[config.mk]
export PLATFORM = sky130hd
export DESIGN_NAME = evm_ballot_ctrl_flat
export DESIGN_NICKNAME = d
export VERILOG_FILES = /design/src/rtl/evm_pkg.sv /design/src/rtl/evm_ballot_ctrl_if.sv /design/src/rtl/evm_bcd3_counter.sv /design/src/rtl/evm_ballot_ctrl.sv /design/src/flat_wrapper.sv
export SDC_FILE = /design/constraint.sdc
export NUM_CORES = 1
export LEC_CHECK = 0
export ABC_AREA = 1
export CORE_AREA = 2 2 68 70
export DETAILED_ROUTE_END_ITERATION = 16
export DIE_AREA = 0 0 70 72
export MAX_ROUTING_LAYER = met4
export PLACE_DENSITY = 0.74
export SYNTH_ARGS = -nofsm -noshare
export SYNTH_HDL_FRONTEND = slang
export SYNTH_SLANG_ARGS = --single-unit
[constraint.sdc]
create_clock -name clk -period 3.7 [get_ports clk]
set_clock_uncertainty 0.05 [all_clocks]
set_input_delay 0.74 -clock clk [delete_from_list [all_inputs] [get_ports clk]]
set_output_delay 0.74 -clock clk [all_outputs]
set_load 0.02 [all_outputs]
[src/rtl/evm_pkg.sv]
// Shared types, constants and BCD helpers for the ballot controller and its tally counters.
package evm_pkg;

    localparam int unsigned DIGIT_W         = 4;
    localparam int unsigned TALLY_DIGITS    = 3;
    localparam logic [DIGIT_W-1:0] BCD_MAX_DIGIT = 4'd9;
    localparam int unsigned TIMEOUT_DEFAULT = 16;

    typedef enum logic [2:0] {
        S_IDLE  = 3'd0,
        S_ARMED = 3'd1,
        S_CAST1 = 3'd2,
        S_CAST2 = 3'd3,
        S_DONE1 = 3'd4,
        S_DONE2 = 3'd5,
        S_INV   = 3'd6
    } state_e;

    // Digit 0 is units, digit TALLY_DIGITS-1 is hundreds.
    typedef logic [TALLY_DIGITS-1:0][DIGIT_W-1:0] tally_t;

    typedef struct packed {
        logic admin;
        logic c1;
        logic c2;
    } btn_t;

    function automatic logic tally_full(tally_t t);
        logic full;
        full = 1'b1;
        for (int unsigned i = 0; i < TALLY_DIGITS; i++) begin
            full = full & (t[i] == BCD_MAX_DIGIT);
        end
        return full;
    endfunction

    // Decimal ripple increment; caller guarantees the tally is not already full.
    function automatic tally_t bcd_inc(tally_t t);
        tally_t r;
        logic   carry;
        r     = t;
        carry = 1'b1;
        for (int unsigned i = 0; i < TALLY_DIGITS; i++) begin
            if (carry) begin
                if (r[i] == BCD_MAX_DIGIT) begin
                    r[i] = '0;
                end else begin
                    r[i]  = r[i] + DIGIT_W'(1);
                    carry = 1'b0;
                end
            end
        end
        return r;
    endfunction

endpackage

[src/rtl/evm_ballot_ctrl_if.sv]
// Panel-side bundle: admin/candidate/clear inputs and LED/tally outputs of the ballot controller.
interface evm_ballot_ctrl_if;
    import evm_pkg::*;

    logic               admin;
    logic               c1;
    logic               c2;
    logic               clear_tally;
    logic               led;
    logic               led1;
    logic               led2;
    logic               invalid;
    logic [DIGIT_W-1:0] x1;
    logic [DIGIT_W-1:0] y1;
    logic [DIGIT_W-1:0] z1;
    logic [DIGIT_W-1:0] x2;
    logic [DIGIT_W-1:0] y2;
    logic [DIGIT_W-1:0] z2;

    modport master (
        output admin, c1, c2, clear_tally,
        input  led, led1, led2, invalid, x1, y1, z1, x2, y2, z2
    );

    modport slave (
        input  admin, c1, c2, clear_tally,
        output led, led1, led2, invalid, x1, y1, z1, x2, y2, z2
    );

endinterface

[src/rtl/evm_bcd3_counter.sv]
// Three-digit BCD tally with synchronous clear and saturation at 999.
module evm_bcd3_counter
    import evm_pkg::*;
(
    input  logic               clk,
    input  logic               reset_n,
    input  logic               clr,
    input  logic               inc,
    output logic [DIGIT_W-1:0] hundreds,
    output logic [DIGIT_W-1:0] tens,
    output logic [DIGIT_W-1:0] units
);

    tally_t tally_q;
    tally_t tally_d;

    always_comb begin
        tally_d = tally_q;
        if (clr) begin
            tally_d = '0;
        end else if (inc && !tally_full(tally_q)) begin
            tally_d = bcd_inc(tally_q);
        end
    end

    always_ff @(posedge clk or negedge reset_n) begin
        if (!reset_n) begin
            tally_q <= '0;
        end else begin
            tally_q <= tally_d;
        end
    end

    assign hundreds = tally_q[2];
    assign tens     = tally_q[1];
    assign units    = tally_q[0];

endmodule

[src/rtl/evm_ballot_ctrl.sv]
// Ballot sequencing controller: arming, one-vote acceptance, reject policy and tally increments.
// Optional arming timeout is built only when EVM_TIMEOUT_EN is defined.
module evm_ballot_ctrl
    import evm_pkg::*;
#(
    parameter int unsigned TIMEOUT = TIMEOUT_DEFAULT
) (
    input  logic              clk,
    input  logic              reset_n,
    evm_ballot_ctrl_if.slave  bus
);

    btn_t   btn_q;
    btn_t   btn_p;
    btn_t   edge_q;
    state_e state_q;
    state_e state_d;
    logic   load_tmr_c;
    logic   timeout_c;
    logic   led_q;
    logic   led1_q;
    logic   led2_q;
    logic   invalid_q;
    logic   inc1_c;
    logic   inc2_c;

    // Edge pulse is registered so the FSM acts two edges after the button is sampled.
    always_ff @(posedge clk or negedge reset_n) begin
        if (!reset_n) begin
            btn_q  <= '0;
            btn_p  <= '0;
            edge_q <= '0;
        end else begin
            btn_q  <= {bus.admin, bus.c1, bus.c2};
            btn_p  <= btn_q;
            edge_q <= btn_q & ~btn_p;
        end
    end

    always_comb begin
        state_d    = state_q;
        load_tmr_c = 1'b0;
        if (bus.clear_tally) begin
            state_d = S_IDLE;
        end else begin
            case (state_q)
                S_IDLE: begin
                    if (edge_q.c1 || edge_q.c2) begin
                        state_d = S_INV;
                    end else if (edge_q.admin) begin
                        state_d    = S_ARMED;
                        load_tmr_c = 1'b1;
                    end
                end
                S_ARMED: begin
                    if (edge_q.c1 && edge_q.c2) begin
                        state_d = S_INV;
                    end else if (edge_q.c1) begin
                        state_d = S_CAST1;
                    end else if (edge_q.c2) begin
                        state_d = S_CAST2;
                    end else if (edge_q.admin) begin
                        load_tmr_c = 1'b1;
                    end else if (timeout_c) begin
                        state_d = S_INV;
                    end
                end
                S_CAST1: state_d = S_DONE1;
                S_CAST2: state_d = S_DONE2;
                S_DONE1, S_DONE2, S_INV: begin
                    if (edge_q.admin) begin
                        state_d    = S_ARMED;
                        load_tmr_c = 1'b1;
                    end
                end
                default: state_d = S_IDLE;
            endcase
        end
    end

    // Outputs decode the next state so they change on the same edge as the state.
    always_ff @(posedge clk or negedge reset_n) begin
        if (!reset_n) begin
            state_q   <= S_IDLE;
            led_q     <= 1'b0;
            led1_q    <= 1'b0;
            led2_q    <= 1'b0;
            invalid_q <= 1'b0;
        end else begin
            state_q   <= state_d;
            led_q     <= (state_d == S_ARMED);
            led1_q    <= (state_d inside {S_CAST1, S_DONE1});
            led2_q    <= (state_d inside {S_CAST2, S_DONE2});
            invalid_q <= (state_d == S_INV);
        end
    end

`ifdef EVM_TIMEOUT_EN
    localparam int unsigned TMR_W = (TIMEOUT > 1) ? $clog2(TIMEOUT) : 1;

    logic [TMR_W-1:0] tmr_q;

    always_ff @(posedge clk or negedge reset_n) begin
        if (!reset_n) begin
            tmr_q <= '0;
        end else if (load_tmr_c) begin
            tmr_q <= TMR_W'(TIMEOUT - 1);
        end else if ((state_q == S_ARMED) && (tmr_q != '0)) begin
            tmr_q <= tmr_q - TMR_W'(1);
        end
    end

    assign timeout_c = (state_q == S_ARMED) && (tmr_q == '0);
`else
    logic unused_tmr_c;

    assign timeout_c    = 1'b0;
    assign unused_tmr_c = load_tmr_c ^ (^32'(TIMEOUT));
`endif

    assign inc1_c = (state_q == S_CAST1);
    assign inc2_c = (state_q == S_CAST2);

    evm_bcd3_counter u_tally1 (
        .clk      (clk),
        .reset_n  (reset_n),
        .clr      (bus.clear_tally),
        .inc      (inc1_c),
        .hundreds (bus.x1),
        .tens     (bus.y1),
        .units    (bus.z1)
    );

    evm_bcd3_counter u_tally2 (
        .clk      (clk),
        .reset_n  (reset_n),
        .clr      (bus.clear_tally),
        .inc      (inc2_c),
        .hundreds (bus.x2),
        .tens     (bus.y2),
        .units    (bus.z2)
    );

    assign bus.led     = led_q;
    assign bus.led1    = led1_q;
    assign bus.led2    = led2_q;
    assign bus.invalid = invalid_q;

endmodule

[src/flat_wrapper.sv]
// flat-port wrapper written by rule: the top's interface ports become plain ports
module evm_ballot_ctrl_flat import evm_pkg::*;
#(
    parameter int unsigned TIMEOUT = TIMEOUT_DEFAULT
)
  (clk, reset_n, bus_admin, bus_c1, bus_c2, bus_clear_tally, bus_led, bus_led1, bus_led2, bus_invalid, bus_x1, bus_y1, bus_z1, bus_x2, bus_y2, bus_z2);
  evm_ballot_ctrl_if bus_i ();
  input  logic clk;
  input  logic reset_n;
  input wire logic [$bits(bus_i.admin)-1:0] bus_admin;
  input wire logic [$bits(bus_i.c1)-1:0] bus_c1;
  input wire logic [$bits(bus_i.c2)-1:0] bus_c2;
  input wire logic [$bits(bus_i.clear_tally)-1:0] bus_clear_tally;
  output wire logic [$bits(bus_i.led)-1:0] bus_led;
  output wire logic [$bits(bus_i.led1)-1:0] bus_led1;
  output wire logic [$bits(bus_i.led2)-1:0] bus_led2;
  output wire logic [$bits(bus_i.invalid)-1:0] bus_invalid;
  output wire logic [$bits(bus_i.x1)-1:0] bus_x1;
  output wire logic [$bits(bus_i.y1)-1:0] bus_y1;
  output wire logic [$bits(bus_i.z1)-1:0] bus_z1;
  output wire logic [$bits(bus_i.x2)-1:0] bus_x2;
  output wire logic [$bits(bus_i.y2)-1:0] bus_y2;
  output wire logic [$bits(bus_i.z2)-1:0] bus_z2;
  assign bus_i.admin = bus_admin;
  assign bus_i.c1 = bus_c1;
  assign bus_i.c2 = bus_c2;
  assign bus_i.clear_tally = bus_clear_tally;
  assign bus_led = bus_i.led;
  assign bus_led1 = bus_i.led1;
  assign bus_led2 = bus_i.led2;
  assign bus_invalid = bus_i.invalid;
  assign bus_x1 = bus_i.x1;
  assign bus_y1 = bus_i.y1;
  assign bus_z1 = bus_i.z1;
  assign bus_x2 = bus_i.x2;
  assign bus_y2 = bus_i.y2;
  assign bus_z2 = bus_i.z2;
  evm_ballot_ctrl #(.TIMEOUT(TIMEOUT)) u_core (.clk(clk), .reset_n(reset_n), .bus(bus_i));
endmodule
# After elaboration in Yosys (flattened, before gate mapping)
# Cells that the tools add are included.
[classes]
addsub = 6
eq_ne = 18
n_mux = 35
n_bitwise = 6
n_reduce_logical = 20
[op_table]
columns = ["cell", "count"]
rows = [
  ["12-bit 2-to-1 mux", 4],
  ["4-bit 2-to-1 mux", 10],
  ["4-bit by 1-bit adder with 4-bit output (second input constant)", 6],
  ["4-bit equality test (second input constant)", 6],
  ["3-bit equality test (second input constant)", 6],
  ["3-bit 2-to-1 mux", 6],
  ["2-bit nonzero test", 8],
  ["3-bit one-hot mux with 5 select lines", 1],
  ["1-bit 2-to-1 mux", 14],
  ["3-bit by 2-bit equality test with 1-bit output (second input constant)", 4],
  ["2-bit AND reduction", 4],
  ["3-bit by 1-bit equality test with 1-bit output (second input constant)", 2],
  ["1-bit bitwise AND", 4],
  ["3-bit bitwise AND", 1],
  ["1-bit logical AND", 3],
  ["3-bit logical NOT", 1],
  ["3-bit NOT", 1],
  ["3-bit OR reduction", 1],
  ["1-bit logical NOT", 2],
  ["1-bit logical OR", 1],
]
[word_totals]
ff_bits = 40
in_bits = 6

# Logic depth before layout (Yosys ltp)
# Gate-level depths: netlist of the first run.
[depth]
depth_word = 13
depth_mapped = 10
ltp_nobuf = 10

# Cells and area by module
# Synthesis of the first run repeated with hierarchy kept, for this count alone.
[unflattened]
hier_cells = 261
area_unflattened_um2 = 2195.9
[by_module_without_submodules]
columns = ["module", "instances", "cells_each", "area_per_inst_um2", "seq_area_each_um2"]
rows = [
  ["evm_bcd3_counter", 2, 94, 767.0, 300.3],
  ["evm_ballot_ctrl", 1, 73, 661.9, 400.4],
]

# Least setup slack after synthesis of the first run
# Ideal clock, no wire load.
[synth_timing]
path_type = "reg-to-reg"
from = "register u_core.u_tally2.tally_q (netlist bit u_core.u_tally2.units[1])"
to = "register u_core.u_tally2.tally_q (netlist bit u_core.u_tally2.tens[1])"
setup_ns = 0.118
t_arrival_ns = 1.325
required_ns = 3.532
slack_ns = 2.207
stages_incl_launch_ff = 10
path_buffers = 0
synth_period_minus_slack_ns = 1.493
path_cell_list = "dfrtp_1 -> inv_1 -> ha_1 -> nand2_1 -> nor2_1 -> nand3_1 -> nand2_2 -> nand2_4 -> nand3_1 -> nand2_1"
[synth_via]
elab_chain_cells = 7
elab_cells_between_ends = 11
[synth_lines]
columns = ["item", "line_no", "text"]
rows = [
  ["start, declared", "evm_bcd3_counter.sv:14", "tally_t tally_q;"],
  ["start signal, assigned", "evm_bcd3_counter.sv:30", "tally_q <= tally_d;"],
  ["4-bit equality test (*)", "evm_pkg.sv:32, evm_pkg.sv:45", ""],
  ["1-bit bitwise AND (2 in series)", "evm_pkg.sv:32", "full = full & (t[i] == BCD_MAX_DIGIT);"],
  ["1-bit logical NOT", "evm_bcd3_counter.sv:21", "end else if (inc && !tally_full(tally_q)) begin"],
  ["1-bit logical AND", "evm_bcd3_counter.sv:21", ""],
  ["2-bit nonzero test (no source line)", "--", ""],
  ["2-bit AND reduction (no source line) (*)", "--", ""],
]
# Mark *: on every way between the ends. The rest lies on a longest branch, timed or not. The select of a mux whose other input is x is not followed.
# A chain may end at the register's enable or synchronous reset.

# Worst setup path in the final report of the first run
[layout_timing]
from = "register u_core.u_tally2.tally_q (netlist bit u_core.u_tally2.tens[0])"
to = "output port bus_y2[0]"
[layout_lines]
columns = ["item", "line_no", "text"]
rows = [
  ["end, declared", "flat_wrapper.sv:22", "output wire logic [$bits(bus_i.y2)-1:0] bus_y2;"],
]
# No word-level cell between the ends.

==> metrics, run 1 <==
DRC viols=0; drt wl/cell=11.53 um; final hold violation count=0; antenna-violating nets left=0; r2r endpoint=u_core.u_tally2.hundreds[0]; first-pass GRT wire length=6.948 mm; crit-path max FO=7; clock buffer depth=2; Mapped Cells=254; Worst path depth=1; dominant cell type by area after synthesis=dfrtp_1; Period minus WS final=roughly 2200 ps; # rows=24; crit path kind=reg -> out; diode count=0; top post-synthesis cells by area=dfrtp_1 (48%), nand2_1 (13%), ha_1 (6.0%), nand3_1 (6.0%), inv_1 (5.7%); Worst R2R Setup Slack=between 2000 and 2500 ps; slowest stage cell, crit path=clkdlybuf4s50_1; Layout Nets=308; Die Area=roughly 5000 um2; Post-CTS Hold Buffers=0; M2 GR Usage=0.2815; post-CTS sizing=0; antenna violations before repair=0; largest net degree at the start of global routing=41; Worst-path clk slew=80 ps; Initial Utilization=0.4915; RSZ-0062 raised after global routing=false; HP Class=reg -> reg; hold_sp=u_core.btn_q[1]; TritonCTS Buffers=5; Yosys top cell area share=0.4776; gr busiest metal=met2; clk_lat worst skew=290 ps; reg2reg path depth=8; Seq/Total Area, Yosys=0.4776; core area=4264 um2; Startpoint Class=flip-flop; Sequential Area=1001 um2; WL final=between 3 and 4 mm; routed via count=1,716; relative slew slack=0.4162; number of max-slew violations in the final report=0; WHS=330.1 ps; hold path cells=0; share of layout cells above drive strength 1=0.08191; syn nets=270; Place WS=1304 ps; CP Data Arrival Time=about 1400 ps; DP HPWL=~2.9 mm; Leak Pwr=0.001293 uW; GRT Total Usage=0.1769; hold endpoint=u_core.btn_p[1]; Req. time, crit path=2910 ps; Worst Slack Setup Final=1471 ps; synthesized cell area=around 2100 um2; Synth Register Bits=40; Pre-antenna DRT Iters=4; Synth Area per Inst=8.251 um2; final setup vio count=0; # H-tree levels=2; M1 GR Usage=0.2278; Crit. End Element=output pin; crit path buf inv count=1; IO buf count=33; max_cap viols=0; met3 Use GR=0.04722; DRT iter0 DRCs=between 100 and 150; vias in the first global route=1,525; CTS sink cnt=40; GP Congestion=0.8106; CTS tree=built; Crit path largest cell delay=around 650 ps; io pins=34; grt total ovfl=0; fmax=448.7 MHz; period utilization=0.6023; Root Driver=clkbuf_8; peak supply drop=between 200 and 250 uV; Post-CTS Setup Bufs=0; Slew @ Worst Pin=just under 900 ps; setup TNS=0 ps; reg2reg start=u_core.u_tally2.hundreds[1]; delay-heaviest family, CP=buffers and inverters; outcome=finished clean; Fillers=398; die height=72 um; chip width=70 um; post-synth cell types=26; total power draw=944.7 uW; P per Cell Area=364.9 nW/um2; worst-path cell chain=clkdlybuf4s50_1; via/cell ratio=between 4 and 5; P&R area growth vs syn=23.52%; area of the multi-input gates=between 900 and 1000 um2; Ys Warns=0
## how the worst max path moves through the flow
stage                                   startpoint                      end  slack [ps]
after floorplan           u_core.u_tally2.units[1]  u_core.u_tally2.tens[1]        2210
after global placement             bus_clear_tally  u_core.u_tally1.tens[2]        1360
after detailed placement           bus_clear_tally  u_core.u_tally1.tens[1]        1300
after CTS                  u_core.u_tally2.tens[0]                bus_y2[0]        1470
after global routing       u_core.u_tally2.tens[0]                bus_y2[0]        1430
final                      u_core.u_tally2.tens[0]                bus_y2[0]        1470
## layout make-up
cell class / instances / share of cell area
clock buffers: 5 / 0.02658
multi-input cells: 178 / 0.3702
inverters: 34 / 0.04930
clock inverters: 3 / 0.01643
repair buffers: 33 / 0.1257
well taps: 52 / 0.02513
flip-flops and latches: 40 / 0.3867
## cells in the mapped netlist
library cell and number:
a21oi_1 3, a21oi_2 1, a31oi_1 2, a31oi_2 2, buf_2 1, clkbuf_1 1
dfrtp_1 40, ha_1 10, inv_1 32, inv_2 2, nand2_1 74, nand2_2 5
nand2_4 1, nand3_1 25, nand3b_1 2, nand4_1 4, nor2_1 17, nor2_2 2
nor2_4 2, nor3_1 5, o21ai_0 5, o21ai_1 2, o22ai_1 2, or2_1 3
xnor2_1 6, xor2_1 5
## cells by family (layout without fill, tap and decap cells)
group / after synthesis / in the layout / synth area share
xor+xnor: 11 / 11 / 0.04597
fa+ha+maj: 10 / 10 / 0.05970
buf+inv: 36 / 75 / 0.06507
compound gates: 17 / 17 / 0.05193
flops: 40 / 40 / 0.4776
simple gates: 140 / 140 / 0.2997
## cells in the final DEF, fill, tap and decap left out
| cell type | netlist | layout |
|---|---|---|
| buf_2 | 1 | 1 |
| nand2_4 | 1 | 1 |
| nand3_1 | 25 | 25 |
| o22ai_1 | 2 | 2 |
| o21ai_1 | 2 | 2 |
| inv_1 | 32 | 32 |
| inv_2 | 2 | 2 |
| nand2_2 | 5 | 5 |
| dfrtp_1 | 40 | 40 |
| o21ai_0 | 5 | 5 |
| a31oi_1 | 2 | 2 |
| clkdlybuf4s50_1 | 0 | 32 |
| clkbuf_8 | 0 | 5 |
| xnor2_1 | 6 | 6 |
| nand2_1 | 74 | 74 |
| nand4_1 | 4 | 4 |
| a21oi_1 | 3 | 3 |
| xor2_1 | 5 | 5 |
| ha_1 | 10 | 10 |
| a21oi_2 | 1 | 1 |
| nand3b_1 | 2 | 2 |
| nor2_4 | 2 | 2 |
| nor2_2 | 2 | 2 |
| nor3_1 | 5 | 5 |
| nor2_1 | 17 | 17 |
| or2_1 | 3 | 3 |
| bufinv_16 | 0 | 1 |
| clkinvlp_4 | 0 | 1 |
| clkinv_2 | 0 | 1 |
| a31oi_2 | 2 | 2 |
## stage by stage
| step | std cells | area [um2] | utilization |
|---|---|---|---|
| detailed placement | 337 | 2477 | 0.5810 |
| global route | 345 | 2589 | 0.6071 |
| floorplan | 254 | 2096 | - |
| finish | 345 | 2589 | 0.6071 |
| global placement | 337 | 2477 | 0.5810 |
| CTS | 345 | 2589 | 0.6071 |
## registers in the layout (all words and copies together), names as in the netlist
| name | count |
|---|---|
| u_core.u_tally1.hundreds | 4 |
| u_core.u_tally2.hundreds | 4 |
| u_core.edge_q | 3 |
| u_core.bus.led1 | 1 |
| u_core.btn_p | 3 |
| u_core.u_tally1.units | 4 |
| u_core.btn_q | 3 |
| u_core.bus.led2 | 1 |
| u_core.u_tally2.tens | 4 |
| u_core.u_tally1.tens | 4 |
| u_core.u_tally2.units | 4 |
| u_core.state_q | 3 |
| u_core.bus.led | 1 |
| u_core.bus.invalid | 1 |
## power by group
part	total [uW]	leakage [uW]	internal, uW	switching (uW)
clock network	353	0.0000541	199	153
registers	475	0.000536	455	20.5
logic	116	0.000703	44.2	72.3
## routing by layer
metal  routed length, um  up-vias
met1                1865      799
li1                    -      875
met5                   0        -
met2                1888       38
met4                  32        0
met3                 191        4
No activity file was read; power rests on OpenSTA's default activity.
==> run 2, diff against run 1 <==
CORE_AREA = 2 2 70 72   (was 2 2 68 70)
DIE_AREA = 0 0 72 74   (was 0 0 70 72)
PLACE_DENSITY = 0.73   (was 0.74)
clock period = 1.9 ns   (was 3.7 ns; I/O delays follow)
==> run 2 against run 1 <==
Critical path depth is the same. Die area grew 5.7%. First-iteration DRC count shrank 16%. Routed wire length shrank 3.4%. Largest cell class unchanged.
==> metrics, run 2 (synthesis results as in run 1) <==
io pins=34; Worst-path clk slew=80 ps; first-pass GRT wire length=~6.8 mm; grt total ovfl=0; number of max-slew violations in the final report=0; routed via count=about 1,700; crit-path max FO=7; diode count=0; final hold violation count=0; die height=roughly 74 um; DRT iter0 DRCs=89; Crit. End Element=output pin; fmax=543.9 MHz; TritonCTS Buffers=5; P per Cell Area=706.9 nW/um2; via/cell ratio=about 4.9; CTS tree=built; WL final=slightly below 4 mm; max_cap viols=0; final setup vio count=0; total power draw=roughly 1900 uW; setup TNS=0 ps; placed standard-cell area=approximately 2500 um2; core area=4598 um2; worst-path cell chain=clkdlybuf4s50_1; IO buf count=33; largest net degree at the start of global routing=22; CTS sink cnt=40; final core occ=0.5733; P&R area growth vs syn=25.79%; # H-tree levels=2; DRC viols=0; share of layout cells above drive strength 1=0.08784; Period minus WS final=1838 ps; delay-heaviest family, CP=buffers and inverters; Pre-antenna DRT Iters=5; Die Area=~5300 um2; crit path buf inv count=1; Crit path largest cell delay=650 ps; most frequent cells in the layout=nand2_1 (74), dfrtp_1 (40), inv_1 (32), clkdlybuf4s50_1 (31), nand3_1 (25); Layout Nets=slightly above 300; Req. time, crit path=between 1000 and 1500 ps; HP Class=reg -> reg; CP Data Arrival Time=between 1000 and 1500 ps; RSZ-0062 raised after global routing=false; outcome=finished clean; Initial Utilization=0.4558; Final Instance Area=roughly 2600 um2; peak supply drop=546.5 uV; clk_lat worst skew=approximately 300 ps; Leak Pwr=0.001333 uW; # rows=25; most common cell after layout, fill and taps aside=nand2_1; GRT Total Usage=0.1672; clock buffer depth=2; antenna-violating nets left=0; Slew @ Worst Pin=479.2 ps; chip width=72 um; drt wl/cell=10.98 um; Worst R2R Setup Slack=320 ps; relative slew slack=0.6805; DP Cell Count=~340; GP Congestion=0.8958; Startpoint Class=flip-flop; vias in the first global route=between 1,500 and 2,000; DP HPWL=2.914 mm; slowest stage cell, crit path=clkdlybuf4s50_1; period utilization=0.9676; crit path kind=reg -> out; antenna violations before repair=0; Post-CTS Setup Bufs=0; Layout Cells excl Fill=350; Root Driver=clkbuf_8
-- run 2: power breakdown --
part	internal (uW)	switching, uW
registers	886	38.1
logic	92.5	141
clock network	395	311
total	1370	490
-- run 2: stage by stage --
step                worst slack, ps  hold WS [ps]
floorplan                     407.1         34.41
global placement              260.9         307.6
detailed placement            204.6         313.0
CTS                           46.47         332.1
global route                  1.758         359.0
finish                        61.53         328.9
-- run 2: layout make-up --
class,instances,area (um2)
inverter,34,127.6
fill,424,1962
timing repair buffer,36,365.4
clock inverter,3,47.55
sequential,40,1001
tap,54,67.56
multi-input combinational,178,958.4
clock buffer,5,68.82
-- run 2: per-layer routing --
metal / part of all wire / vias to the layer above / wire, um / GRT usage
li1: - / 885 / - / -
met1: 0.49 / 790 / 1870 / 0.2168
met2: 0.45 / 35 / 1720 / 0.2593
met3: 0.053 / 5 / 204 / 0.04472
met4: 0.012 / 0 / 48 / 0.05031
met5: 0 / - / 0 / -
-- run 2: worst paths after layout --
check                                            start                     endpoint  depth (start not counted)
max                            u_core.u_tally2.tens[0]                    bus_y2[0]                          1
min in group asynchronous                      reset_n              u_core.bus.led2                          2
min                                    u_core.btn_q[1]              u_core.btn_p[1]                          0
min reg2reg                            u_core.btn_q[1]              u_core.btn_p[1]                          0
max in group asynchronous                      reset_n  u_core.u_tally2.hundreds[1]                          3
max reg2reg                u_core.u_tally2.hundreds[1]  u_core.u_tally2.hundreds[3]                          8
-- run 2: repair_timing --
| action | CTS | global route |
|---|---|---|
| endpoints found under the hold margin | 20 | 0 |
| setup endpoints to repair | 0 | 1 |
| gates resized for setup | 0 | 1 |
| hold buffers | 1 | 0 |
==> run 3, diff against run 2 <==
MAX_ROUTING_LAYER = not set   (was met4)
==> run 3 against run 2 <==
Register-to-register slack is essentially flat. Utilization is the same. Worst hold slack is essentially flat. Worst setup slack lost 4.5 ps. Largest cell class unchanged. Global-route usage shrank 0.53 points. First-iteration DRC count is the same. Critical path depth is the same. Non-clock buffer count is the same. Maximum frequency shrank 0.25%.
==> metrics, run 3 (synthesis results as in run 1) <==
outcome=finished clean; first-pass GRT wire length=a little under 7 mm; worst-path cell chain=clkdlybuf4s50_1; largest net degree at the start of global routing=22; # H-tree levels=2; HP Class=reg -> reg; most frequent cells in the layout=nand2_1 (74), dfrtp_1 (40), inv_1 (32), clkdlybuf4s50_1 (31), nand3_1 (25); most common cell after layout, fill and taps aside=nand2_1; Req. time, crit path=1470 ps; CTS sink cnt=40; total power draw=~1900 uW; Final Instance Area=2636 um2; vias in the first global route=1,556; Worst R2R Setup Slack=about 310 ps; hold endpoint=u_core.btn_p[1]; reg2reg start=u_core.u_tally2.hundreds[1]; RSZ-0062 raised after global routing=false; Layout Nets=311; setup TNS=0 ps; DRT iter0 DRCs=around 90; crit path kind=reg -> out; GRT Total Usage=0.1620; crit-path max FO=7; Die Area=5328 um2; IO buf count=33; routed via count=1,721; die height=74 um; TritonCTS Buffers=5; grt total ovfl=0; Startpoint Class=flip-flop; Period minus WS final=1843 ps; Sw Ratio=0.2635; met2 WL=approximately 1.7 mm; Leak Pwr=0.001333 uW; antenna-violating nets left=0; Switch Pwr=491.3 uW; Top Layer Used=met4; peak supply drop=545.0 uV; hold_sp=u_core.btn_q[1]; via/cell ratio=just under 5; CP Data Arrival Time=1410 ps; antenna violations before repair=0; Crit path largest cell delay=~650 ps; logic gate share of total power=0.125; clock buffer depth=2; M1 wire length=1.863 mm; period utilization=0.9700; Slew @ Worst Pin=~480 ps; drt wl/cell=between 10 and 15 um; number of max-slew violations in the final report=0; delay-heaviest family, CP=buffers and inverters; crit path buf inv count=1; Initial Utilization=0.4558; clk_lat worst skew=300 ps; max_cap viols=0; sequential power share=0.495; P&R area growth vs syn=25.79%; fmax=542.6 MHz; Worst-path clk slew=80 ps; Crit. End Element=output pin; slowest stage cell, crit path=clkdlybuf4s50_1; clock share of power=0.380; DR WL met3=221 um; final core occ=0.5733; DP HPWL=about 3 mm; DRC viols=0; share of layout cells above drive strength 1=0.08784; core area=4598 um2; reg2reg path depth=8; Fillers=around 420; io pins=34; Post-CTS Setup Bufs=0; GP Congestion=a little under 0.9; r2r endpoint=u_core.u_tally2.hundreds[3]; chip width=between 70 and 80 um; P per Cell Area=707.4 nW/um2; placed standard-cell area=2507 um2; hold path cells=0; # rows=25; Root Driver=clkbuf_8; Pre-antenna DRT Iters=4; diode count=0; WL final=approximately 3.8 mm; final hold violation count=0; final setup vio count=0; WHS=328.6 ps; CTS tree=built; relative slew slack=0.6805; Int Pwr=roughly 1400 uW
## run 3: cell counts in the layout (fill, tap and decap cells not counted)
Identical to the previous run, type by type.
## run 3: worst reg2reg max path, stage by stage, from the launching register on
cell and delay, ps:
dfrtp_1 420, inv_1 70, ha_1 130, nand2_1 50
nor2_1 220, inv_1 90, a31oi_1 330, nand2_1 100
nand2_1 70
## run 3: power by group through the flow
stage	Combinational, uW	Clock (uW)	Sequential [uW]
after floorplan	119	0	958
after global placement	232	0	940
after detailed placement	235	0	941
after CTS	237	726	924
after global routing	264	767	931
final	233	708	924
## run 3: routing by layer
| layer | global-route usage | vias to the layer above |
|---|---|---|
| met2 | 0.2603 | 41 |
| met1 | 0.2159 | 790 |
| met5 | 0 | - |
| met3 | 0.04472 | 5 |
| li1 | - | 885 |
| met4 | 0.05031 | 0 |
## run 3: area by class of cell
cell class                      instances  area (um2)  share of cell area
Inverter                               34       127.6             0.04841
Tap cell                               54       67.56             0.02563
Clock buffer                            5       68.82             0.02610
Sequential cell                        40        1001              0.3797
Multi-Input combinational cell        178       958.4              0.3635
Timing Repair Buffer                   36       365.4              0.1386
Clock inverter                          3       47.55             0.01804
## run 3: worst max-delay path by stage
| stage | start | end | slack [ps] | depth (start not counted) |
|---|---|---|---|---|
| finish | u_core.u_tally2.tens[0] | bus_y2[0] | 60 | 1 |
| global route | u_core.u_tally2.tens[0] | bus_y2[0] | 2 | 1 |
| CTS | u_core.u_tally2.tens[0] | bus_y2[0] | 50 | 1 |
| detailed placement | bus_clear_tally | u_core.u_tally1.tens[2] | 200 | 5 |
| global placement | bus_clear_tally | u_core.u_tally1.tens[2] | 260 | 5 |
| floorplan | u_core.u_tally2.units[1] | u_core.u_tally2.tens[1] | 410 | 9 |
## run 3: what timing repair did
item / in CTS / in global routing
resized for setup: 0 / 1
endpoints found under the setup margin: 0 / 1
hold endpoints to repair: 20 / 0
hold buffers: 1 / 0
## run 3: through the flow
step	std cells	setup slack, ps
2_1_floorplan	254	407.1
3_3_place_gp	341	260.9
3_5_place_dp	341	204.6
4_1_cts	350	46.47
5_1_grt	350	1.763
6_report	350	57.01
